[src/rtl/temp_cmd_pkg.sv]
// Shared definitions for the temperature command controller: opcodes,
// reply fill bytes, FSM state encoding and small arithmetic helpers.
package temp_cmd_pkg;

    localparam logic [7:0] OP_READ_TEMP = 8'h01;
    localparam logic [7:0] OP_SET_HI    = 8'h02;
    localparam logic [7:0] OP_SET_LO    = 8'h03;
    localparam logic [7:0] OP_READ_CFG  = 8'h04;

    localparam logic [7:0] ERR_BYTE     = 8'hEE;
    localparam logic [7:0] TO_FILL_BYTE = 8'hFF;

    typedef enum logic [2:0] {
        S_IDLE        = 3'd0,
        S_GET_ARG     = 3'd1,
        S_EXEC        = 3'd2,
        S_SENSOR_WAIT = 3'd3,
        S_TX          = 3'd4
    } state_t;

    // Saturating 8-bit add of a small increment; sticks at 255.
    function automatic logic [7:0] sat_add8(input logic [7:0] a, input logic [1:0] inc);
        logic [8:0] s;
        s = {1'b0, a} + {7'd0, inc};
        if (s[8]) begin
            return 8'hFF;
        end else begin
            return s[7:0];
        end
    endfunction

    // True for the four opcodes the controller executes.
    function automatic logic is_known_op(input logic [7:0] op);
        case (op)
            OP_READ_TEMP, OP_SET_HI, OP_SET_LO, OP_READ_CFG: return 1'b1;
            default:                                         return 1'b0;
        endcase
    endfunction

endpackage

[src/rtl/cmd_reply_tx.sv]
// Two-byte reply holding register. A load pulse captures 16 bits; the high
// byte is presented first on a valid/ready interface, then the low byte.
// o_done flags the cycle in which the last byte is accepted.
module cmd_reply_tx
    import temp_cmd_pkg::*;
(
    input  logic        clk,
    input  logic        rst_n,
    input  logic        i_load,
    input  logic [15:0] i_data,
    input  logic        i_rdy,
    output logic [7:0]  o_data,
    output logic        o_vld,
    output logic        o_done
);

    logic [7:0] r_data;
    logic [7:0] r_lo;
    logic       r_vld;
    logic       r_idx;

    // Load the reply, then shift to the low byte on each accepted handshake.
    always_ff @(posedge clk or negedge rst_n) begin
        if (!rst_n) begin
            r_data <= 8'h00;
            r_lo   <= 8'h00;
            r_vld  <= 1'b0;
            r_idx  <= 1'b0;
        end else if (i_load) begin
            r_data <= i_data[15:8];
            r_lo   <= i_data[7:0];
            r_vld  <= 1'b1;
            r_idx  <= 1'b0;
        end else if (r_vld && i_rdy) begin
            if (!r_idx) begin
                r_data <= r_lo;
                r_idx  <= 1'b1;
            end else begin
                r_vld  <= 1'b0;
                r_idx  <= 1'b0;
            end
        end else begin
            r_data <= r_data;
        end
    end

    assign o_data = r_data;
    assign o_vld  = r_vld;
    assign o_done = r_vld && i_rdy && r_idx;

endmodule

[src/rtl/temp_cmd_ctrl.sv]
// Temperature monitor command sequencer. Takes opcode/argument byte pairs,
// updates alarm thresholds, reads back configuration or samples the sensor,
// and returns a 2-byte reply through cmd_reply_tx.
// Optional feature macro CMD_ERR_REPLY_EN: when defined, unknown opcodes
// produce the reply {8'hEE, opcode}; otherwise they are silently dropped.
module temp_cmd_ctrl
    import temp_cmd_pkg::*;
#(
    parameter int         TIMEOUT    = 50000,
    parameter logic [7:0] THR_HI_RST = 8'd60,
    parameter logic [7:0] THR_LO_RST = 8'd0
) (
    input  logic        clk,
    input  logic        rst_n,
    input  logic [7:0]  op_byte,
    input  logic        op_byte_vld,
    output logic        sensor_req,
    input  logic        sensor_ack,
    input  logic [15:0] sensor_data,
    output logic [7:0]  tx_data,
    output logic        tx_vld,
    input  logic        tx_rdy,
    output logic [7:0]  thr_hi,
    output logic [7:0]  thr_lo,
    output logic [7:0]  drop_cnt
);

    localparam int TW = (TIMEOUT > 2) ? $clog2(TIMEOUT) : 1;
    localparam logic [TW-1:0] T_LAST = TW'(TIMEOUT - 1);

`ifdef CMD_ERR_REPLY_EN
    localparam logic ERR_REPLY_EN = 1'b1;
`else
    localparam logic ERR_REPLY_EN = 1'b0;
`endif

    state_t        r_state;
    logic [7:0]    r_opcode;
    logic [7:0]    r_arg;
    logic [TW-1:0] r_timer;
    logic [7:0]    r_thr_hi;
    logic [7:0]    r_thr_lo;
    logic [7:0]    r_drop_cnt;
    logic          r_sensor_req;

    logic          w_timeout;
    logic          w_load;
    logic [15:0]   w_reply;
    logic          w_done;
    logic [1:0]    w_drop_inc;

    assign w_timeout = (r_timer == T_LAST);

    // Select the reply to load into the transmitter and when to load it.
    always_comb begin
        w_load  = 1'b0;
        w_reply = 16'h0000;
        case (r_state)
            S_EXEC: begin
                if (r_opcode == OP_READ_CFG) begin
                    w_load  = 1'b1;
                    w_reply = {r_thr_hi, r_thr_lo};
                end else if (ERR_REPLY_EN && !is_known_op(r_opcode)) begin
                    w_load  = 1'b1;
                    w_reply = {ERR_BYTE, r_opcode};
                end else begin
                    w_load  = 1'b0;
                end
            end
            S_SENSOR_WAIT: begin
                if (sensor_ack) begin
                    w_load  = 1'b1;
                    w_reply = sensor_data;
                end else if (w_timeout) begin
                    w_load  = 1'b1;
                    w_reply = {TO_FILL_BYTE, TO_FILL_BYTE};
                end else begin
                    w_load  = 1'b0;
                end
            end
            default: begin
                w_load  = 1'b0;
            end
        endcase
    end

    // Count this cycle's dropped events: discarded bytes, unknown opcodes,
    // and frames abandoned for lack of an argument byte.
    always_comb begin
        w_drop_inc = 2'd0;
        if (op_byte_vld && (r_state == S_EXEC || r_state == S_SENSOR_WAIT || r_state == S_TX)) begin
            w_drop_inc = w_drop_inc + 2'd1;
        end else begin
            w_drop_inc = w_drop_inc;
        end
        if (r_state == S_EXEC && !is_known_op(r_opcode)) begin
            w_drop_inc = w_drop_inc + 2'd1;
        end else if (r_state == S_GET_ARG && !op_byte_vld && w_timeout) begin
            w_drop_inc = w_drop_inc + 2'd1;
        end else begin
            w_drop_inc = w_drop_inc;
        end
    end

    // Command sequencer: frame capture, execution, sensor handshake and reply wait.
    always_ff @(posedge clk or negedge rst_n) begin
        if (!rst_n) begin
            r_state      <= S_IDLE;
            r_opcode     <= 8'h00;
            r_arg        <= 8'h00;
            r_timer      <= '0;
            r_thr_hi     <= THR_HI_RST;
            r_thr_lo     <= THR_LO_RST;
            r_drop_cnt   <= 8'h00;
            r_sensor_req <= 1'b0;
        end else begin
            r_drop_cnt <= sat_add8(r_drop_cnt, w_drop_inc);
            case (r_state)
                S_IDLE: begin
                    r_timer <= '0;
                    if (op_byte_vld) begin
                        r_opcode <= op_byte;
                        r_state  <= S_GET_ARG;
                    end else begin
                        r_state  <= S_IDLE;
                    end
                end
                S_GET_ARG: begin
                    if (op_byte_vld) begin
                        r_arg   <= op_byte;
                        r_timer <= '0;
                        r_state <= S_EXEC;
                    end else if (w_timeout) begin
                        r_timer <= '0;
                        r_state <= S_IDLE;
                    end else begin
                        r_timer <= r_timer + TW'(1);
                    end
                end
                S_EXEC: begin
                    r_timer <= '0;
                    case (r_opcode)
                        OP_READ_TEMP: begin
                            r_sensor_req <= 1'b1;
                            r_state      <= S_SENSOR_WAIT;
                        end
                        OP_SET_HI: begin
                            r_thr_hi <= r_arg;
                            r_state  <= S_IDLE;
                        end
                        OP_SET_LO: begin
                            r_thr_lo <= r_arg;
                            r_state  <= S_IDLE;
                        end
                        OP_READ_CFG: begin
                            r_state <= S_TX;
                        end
                        default: begin
                            r_state <= ERR_REPLY_EN ? S_TX : S_IDLE;
                        end
                    endcase
                end
                S_SENSOR_WAIT: begin
                    if (sensor_ack || w_timeout) begin
                        r_sensor_req <= 1'b0;
                        r_timer      <= '0;
                        r_state      <= S_TX;
                    end else begin
                        r_timer      <= r_timer + TW'(1);
                    end
                end
                S_TX: begin
                    r_timer <= '0;
                    if (w_done) begin
                        r_state <= S_IDLE;
                    end else begin
                        r_state <= S_TX;
                    end
                end
                default: begin
                    r_timer      <= '0;
                    r_sensor_req <= 1'b0;
                    r_state      <= S_IDLE;
                end
            endcase
        end
    end

    cmd_reply_tx u_reply_tx (
        .clk    (clk),
        .rst_n  (rst_n),
        .i_load (w_load),
        .i_data (w_reply),
        .i_rdy  (tx_rdy),
        .o_data (tx_data),
        .o_vld  (tx_vld),
        .o_done (w_done)
    );

    assign sensor_req = r_sensor_req;
    assign thr_hi     = r_thr_hi;
    assign thr_lo     = r_thr_lo;
    assign drop_cnt   = r_drop_cnt;

endmodule
[config.mk]
export PLATFORM = sky130hd
export DESIGN_NAME = temp_cmd_ctrl
export DESIGN_NICKNAME = d
export VERILOG_FILES = /design/src/rtl/temp_cmd_pkg.sv /design/src/rtl/cmd_reply_tx.sv /design/src/rtl/temp_cmd_ctrl.sv
export SDC_FILE = /design/constraint.sdc
export NUM_CORES = 1
export LEC_CHECK = 0
export BUFFER_PORTS_ARGS = -buffer_cell sky130_fd_sc_hd__buf_2
export CORE_MARGIN = 4
export CORE_UTILIZATION = 56
export DETAILED_ROUTE_END_ITERATION = 10
export PLACE_DENSITY_LB_ADDON = 0.08
export SKIP_LAST_GASP = 1
export SLEW_MARGIN = 20
export SYNTH_ARGS = -nofsm -noshare
export SYNTH_HDL_FRONTEND = slang
export SYNTH_SLANG_ARGS = --single-unit
[constraint.sdc]
create_clock -name clk -period 4.28 [get_ports clk]
set_input_delay 0.856 -clock clk [delete_from_list [all_inputs] [get_ports clk]]
set_output_delay 0.856 -clock clk [all_outputs]
set_load 0.1 [all_outputs]
# After elaboration in Yosys (flattened, before gate mapping)
# Cells that the tools add are included.
[totals]
ff_bits = 78
latch_bits = 0
ramBits = 0
rom_bits = 0
in_bits = 29
elab_cells = 89
memories = 0
[op_classes]
n_addsub = 3
multipliers = 0
n_div = 0
order_cmp = 0
eq_ne = 13
n_shift = 0
muxes = 36
n_bitwise = 1
n_reduce_logical = 24
[op_table]
columns = ["operator", "count"]
rows = [
  ["2-to-1 mux 16 bit", 6],
  ["one-hot mux 16 bit (2 select lines)", 2],
  ["2-to-1 mux 8 bit", 4],
  ["adder 16 x 1 -> 16 bit, second input constant", 1],
  ["equality test 16 bit, second input constant", 1],
  ["equality test 8 x 2 -> 1 bit, second input constant", 2],
  ["one-hot mux 3 bit (5 select lines)", 1],
  ["2-to-1 mux 1 bit", 14],
  ["AND reduction 2 bit", 7],
  ["2-to-1 mux 3 bit", 4],
  ["adder 8 x 2 -> 9 bit", 1],
  ["equality test 8 x 1 -> 1 bit, second input constant", 1],
  ["equality test 8 x 3 -> 1 bit, second input constant", 1],
  ["equality test 3 x 2 -> 1 bit, second input constant", 2],
  ["logical AND 1 bit", 6],
  ["inequality test 2 x 1 -> 1 bit, second input constant", 3],
  ["one-hot mux 3 bit (2 select lines)", 1],
  ["2-to-1 mux 2 bit", 2],
  ["nonzero test 2 bit", 2],
  ["OR reduction 4 bit", 1],
  ["equality test 3 x 1 -> 1 bit, second input constant", 1],
  ["equality test 3 bit, second input constant", 1],
  ["zero test 3 bit", 1],
  ["logical OR 1 bit", 3],
  ["other kinds (8)", 9],
]

# Longest topological paths before layout
[logic_depth]
depth_word = 10
depth_mapped = 14
depth_no_buf = 13

# Cells and area by module
# Synthesis repeated with hierarchy kept, for this count alone.
[unflattened]
hier_cells = 343
hier_area_um2 = 3839.9
[modules_own_cells]
columns = ["module", "n_inst", "cells_each", "area_per_inst_um2", "seq_area_each_um2"]
rows = [
  ["temp_cmd_ctrl", 1, 266, 3045.4, 1506.4],
  ["cmd_reply_tx", 1, 77, 794.5, 450.4],
]

# Least setup slack after synthesis
# No wires, ideal clock.
[synth_path]
kind = "reg-to-reg"
from = "register r_timer[7]"
to = "register r_drop_cnt[7], in the netlist drop_cnt[7]"
setup_ps = 126
arrival_ps = 3138
slack_ps = 1016
stages_incl_launch_ff = 13
n_path_buf = 1
path_cell_list = "dfrtp_1 -> or4b_4 -> or4_1 -> buf_6 -> nor4_1 -> ha_1 -> inv_1 -> mux2i_1 -> ha_1 -> fa_1 -> nand2_1 -> nand2_1 -> mux2_2"
[synth_between]
elab_chain_cells = 6
[synth_lines]
columns = ["element", "line_no", "text"]
rows = [
  ["start, declared", "temp_cmd_ctrl.sv:40", "logic [TW-1:0] r_timer;"],
  ["start signal, assigned", "temp_cmd_ctrl.sv:137", "r_timer <= r_timer + TW'(1);"],
  ["start signal, assigned", "temp_cmd_ctrl.sv:169", "r_timer <= r_timer + TW'(1);"],
  ["equality test 16 bit", "temp_cmd_ctrl.sv:52", "assign w_timeout = (r_timer == T_LAST);"],
  ["logical AND 1 bit", "temp_cmd_ctrl.sv:98", "end else if (r_state == S_GET_ARG && !op_byte_vld && w_timeout) begin"],
  ["2-to-1 mux 2 bit", "temp_cmd_ctrl.sv:98", ""],
  ["2-to-1 mux 2 bit", "temp_cmd_ctrl.sv:96", "if (r_state == S_EXEC && !is_known_op(r_opcode)) begin"],
  ["adder 8 x 2 -> 9 bit", "temp_cmd_pkg.sv:24", "s = {1'b0, a} + {7'd0, inc};"],
  ["2-to-1 mux 8 bit", "temp_cmd_pkg.sv:25", "if (s[8]) begin"],
  ["end signal, assigned", "temp_cmd_ctrl.sv:117", "r_drop_cnt <= sat_add8(r_drop_cnt, w_drop_inc);"],
  ["end, declared", "temp_cmd_ctrl.sv:43", "logic [7:0] r_drop_cnt;"],
]
# Every way passes these cells.
# A chain may end at the register's enable or synchronous reset.

# Worst setup path after layout
[layout_path]
from = "register r_timer[7]"
to = "register r_drop_cnt[3], in the netlist drop_cnt[3]"
# The elaborated chain is that of the path after synthesis.

==> flow_summary_export.csv <==
group,metric,value,unit
finish,syn2layout_area_growth,13.9,%
yosys,synthTopCellsByArea,"dfrtp_1 (48%), mux2_2 (8.5%), dfstp_2 (2.7%), nand2_1 (2.5%), xnor2_1 (2.5%)",
yosys,netlist_area,0.00385,mm^2
drt,vias_per_cell,6.06,
worst_setup_path,crit_family,"simple AND/OR/NAND/NOR gates",
timing,finalCritPeriodShare,83.7,%
worst_setup_path,startpoint_type,"flip-flop",
drt,wl_per_cell,18.4,um
power_and_ir_drop,pwr-share-clk,16.4,%
yosys,ys_seq_area_share,50.8,%
power_and_ir_drop,power_switching,1640,uW
placed_design,dp_cells,456,
clock_network,post-cts-setup-buffers,0,
global_route,grt_start_max_net_pins,79,
worst_setup_path,max_stage_delay,0.63,ns
timing,setup-tns-final,0,ns
clock_network,cts-root-buf,"clkbuf_8",
power_and_ir_drop,p_per_area,739,mW/mm^2
worst_setup_path,end_kind,"flip-flop",
yosys,synth_top_family_by_area,"simple AND/OR/NAND/NOR gates",
worst_setup_path,cp_num_buf_inv,1,
yosys,post_synth_xor_area_fraction,4.09,%
worst_setup_path,cp.required,4.51,ns
die,core,0.00653,mm^2
yosys,synthSimpleGateAreaFrac,16.9,%
yosys,synthCells,330,
finish,finalNonFillerCells,472,
power_and_ir_drop,peakVddDrop,534,uV
die,die_h,91.0,um
finish,fill_cells,520,
yosys,synth_seq_cells,78,
clock_network,cts_sinks,78,
power_and_ir_drop,p_leak,0.00211,uW
worst_setup_path,cp_slowest_cell,"or4_1",
die,start_util,59.0,%
global_route,grt_usage,22.1,%
yosys,yosysTopAreaCellShare,48.0,%
drt,drt-total-wl,8700,um
global_route,grt_pass1_vias,2774,
yosys,synth_edf_count,0,
status,status,"finished, final reports clean",
placed_design,io_buffers,62,
die,io_pins,63,
yosys,avgSynthCellArea,11.7,um^2
clock_network,htree_levels,3,
timing,drv_slew,0,
placed_design,placed_cell_area,0.00420,mm^2
worst_setup_path,cp_max_fo,8,
finish,multi_input_area,0.00181,mm^2
timing,tightest_slew,1.02,ns
drt,drt_iter0_drc,140,
placed_design,gp_congestion,0.811,
finish,n_antenna_cell,0,
yosys,synth_top_area_cell,"dfrtp_1",
yosys,syn_nets,364,
yosys,synth.distinct_cells,57,
yosys,synthMuxAreaShare,11.2,%
worst_setup_path,path_class,"flip-flop to flip-flop",
timing,final_hold_viol_count,0,
finish,final_cell_area,0.00439,mm^2
power_and_ir_drop,swShare,50.5,%
timing,fin_crit,3.58,ns
timing,finClkSkew,0.0133,ns
clock_network,numCtsBuffers,9,
worst_setup_path,arrival,3.82,ns
die,rows,29,
timing,fmax,279,MHz
drt,drc,0,
clock_network,tritoncts,"yes",
finish,drive_above_1_share,31.6,%
clock_network,clk_pin_slew,0.09,ns
clock_network,cts_resized,0,
placed_design,hpwl,6140,um
drt,drt_pre_antenna_iters,5,
die,die-area,0.00828,mm^2
timing,rsz0062_at_grt,"false",
clock_network,cts_buffer_depth,2,
power_and_ir_drop,p_int,1600,uW
yosys,yosys_warnings,0,
die,dieWidth,91.0,um
global_route,overflow,0,
timing,relSlewSlack,31.5,%
global_route,antenna_found_initial,0,
finish,final_net_count,424,
clock_network,clock_latency,0.37,ns
flow_run,drv_cap,0,
timing,setup_viol,0,
finish,ff_latch_area,0.00196,mm^2
drt,ant_nets,0,
yosys,synthArstFlopShare,100,%
yosys,synthFlopType,"dfrtp_1",
worst_setup_path,cp_cell_sequence,"or4b_4 > or4_1 > nor4_1 > ha_1 > inv_1 > mux2i_1 > ha_1 > fa_1 > nand2_1 > nor2_1 > nand3_1 > nand2_1",
yosys,synth_compound_area_share,12.9,%
power_and_ir_drop,power_frac_comb,46.2,%
clock_network,postCtsHoldBufs,0,
min_path,min_path_type,"flip-flop to flip-flop",
drt,vias,2862,
yosys,synth-adder-area-share,1.82,%
power_and_ir_drop,seq_power_share,37.5,%
global_route,grt_pass1_wl,14600,um
## cell usage after synthesis, drive strengths merged (3+ instances only)
master / instances
dfrtp: 74
mux2: 32
nand2: 27
nor2: 21
and2: 12
o21ai: 11
xnor2: 11
nand3: 10
a221o: 8
o211a: 8
clkbuf: 7
mux2i: 7
nor4: 7
xor2: 7
buf: 6
a21oi: 5
inv: 5
nand4: 5
nor3: 5
o211ai: 5
dfstp: 4
ha: 4
nand2b: 4
nand4bb: 4
nor2b: 4
a2111oi: 3
a31oi: 3
and4: 3
nor3b: 3
o221ai: 3
## kinds of logic after synthesis
kind of cell             after synthesis
AO/OA/AOI/OAI                         57
XOR/XNOR                              18
adder cells (fa/ha/maj)                5
buffers and inverters                 19
flip-flops                            78
multiplexers                          39
AND/OR/NAND/NOR                      114
## flip-flops by register name, summed over array words and instances (netlist names)
register	cells
r_timer	16
drop_cnt	8
r_arg	8
r_opcode	8
thr_hi	8
thr_lo	8
u_reply_tx.o_data	8
u_reply_tx.r_lo	8
r_state	3
sensor_req	1
u_reply_tx.o_vld	1
u_reply_tx.r_idx	1
## worst register-to-register path, cell delays in order (launching register included)
cell	delay, ns
dfrtp_1	0.42
or4b_4	0.60
or4_1	0.63
nor4_1	0.28
ha_1	0.29
inv_1	0.06
mux2i_1	0.06
ha_1	0.21
fa_1	0.43
nand2_1	0.13
nor2_1	0.06
nand3_1	0.18
nand2_1	0.09
## path summary, 6_finish.rpt
path                            cells after the start  slack (ns)                 start                endpoint
worst max-delay path                               12        0.70  r_timer[7]$_DFF_PN0_   drop_cnt[3]$_DFF_PN0_
worst min-delay path                                1        0.47  r_timer[0]$_DFF_PN0_    r_timer[0]$_DFF_PN0_
worst max register to register                     12        0.70  r_timer[7]$_DFF_PN0_   drop_cnt[3]$_DFF_PN0_
worst min register to register                      1        0.47  r_timer[0]$_DFF_PN0_    r_timer[0]$_DFF_PN0_
max in group asynchronous                           1        3.01                 rst_n  r_state[1]$_DFFE_PN0P_
min in group asynchronous                           1        0.63                 rst_n    r_timer[6]$_DFF_PN0_
## layout make-up
class                      instances  area share (%)
sequential                        78            44.6
inverter                           6           0.513
multi-input combinational        233            41.3
clock inverter                     7            1.51
tap                               77            2.19
clock buffer                       9            2.82
timing repair buffer              62            7.12
## stage by stage
step | util, % | hold slack (ns) | total power [uW] | setup slack, ns
floorplan | - | 0.430 | 2430 | 1.02
global placement | 64.3 | 0.446 | 2680 | 0.891
detailed placement | 64.3 | 0.465 | 2730 | 0.823
CTS | 67.2 | 0.477 | 3260 | 0.716
global route | 67.2 | 0.491 | 3400 | 0.561
finish | 67.2 | 0.469 | 3240 | 0.699
## cell usage in the layout, fill, tap and decap left out, types with 4 or more instances in the layout
cell,n
dfrtp_1,74
buf_2,61
mux2_2,29
nand2_1,26
nor2_1,21
and2_1,12
xnor2_1,11
nand3_1,10
o21ai_0,10
clkbuf_8,9
o211a_1,8
a221o_1,8
mux2i_1,7
xor2_1,7
nor4_1,6
inv_1,5
nor3_1,5
nand4_1,5
o211ai_1,5
nor2b_1,4
nand2b_1,4
nand4bb_1,4
a21oi_1,4
ha_1,4
dfstp_2,4
## power groups by stage
| stage | registers, uW | logic [uW] | clock network (uW) |
|---|---|---|---|
| floorplan | 1900 | 529 | 0 |
| global placement | 1210 | 1470 | 0 |
| detailed placement | 1220 | 1500 | 0 |
| CTS | 1210 | 1510 | 542 |
| global route | 1250 | 1580 | 573 |
| finish | 1210 | 1500 | 531 |
## layer usage
metal,vias up,wire length [um],global-route usage [%]
li1,1343,-,-
met1,1409,4040,32.6
met2,98,4020,32.7
met3,12,505,4.79
met4,0,129,6.78
met5,-,0,0
(Power assumes the default switching activity.)
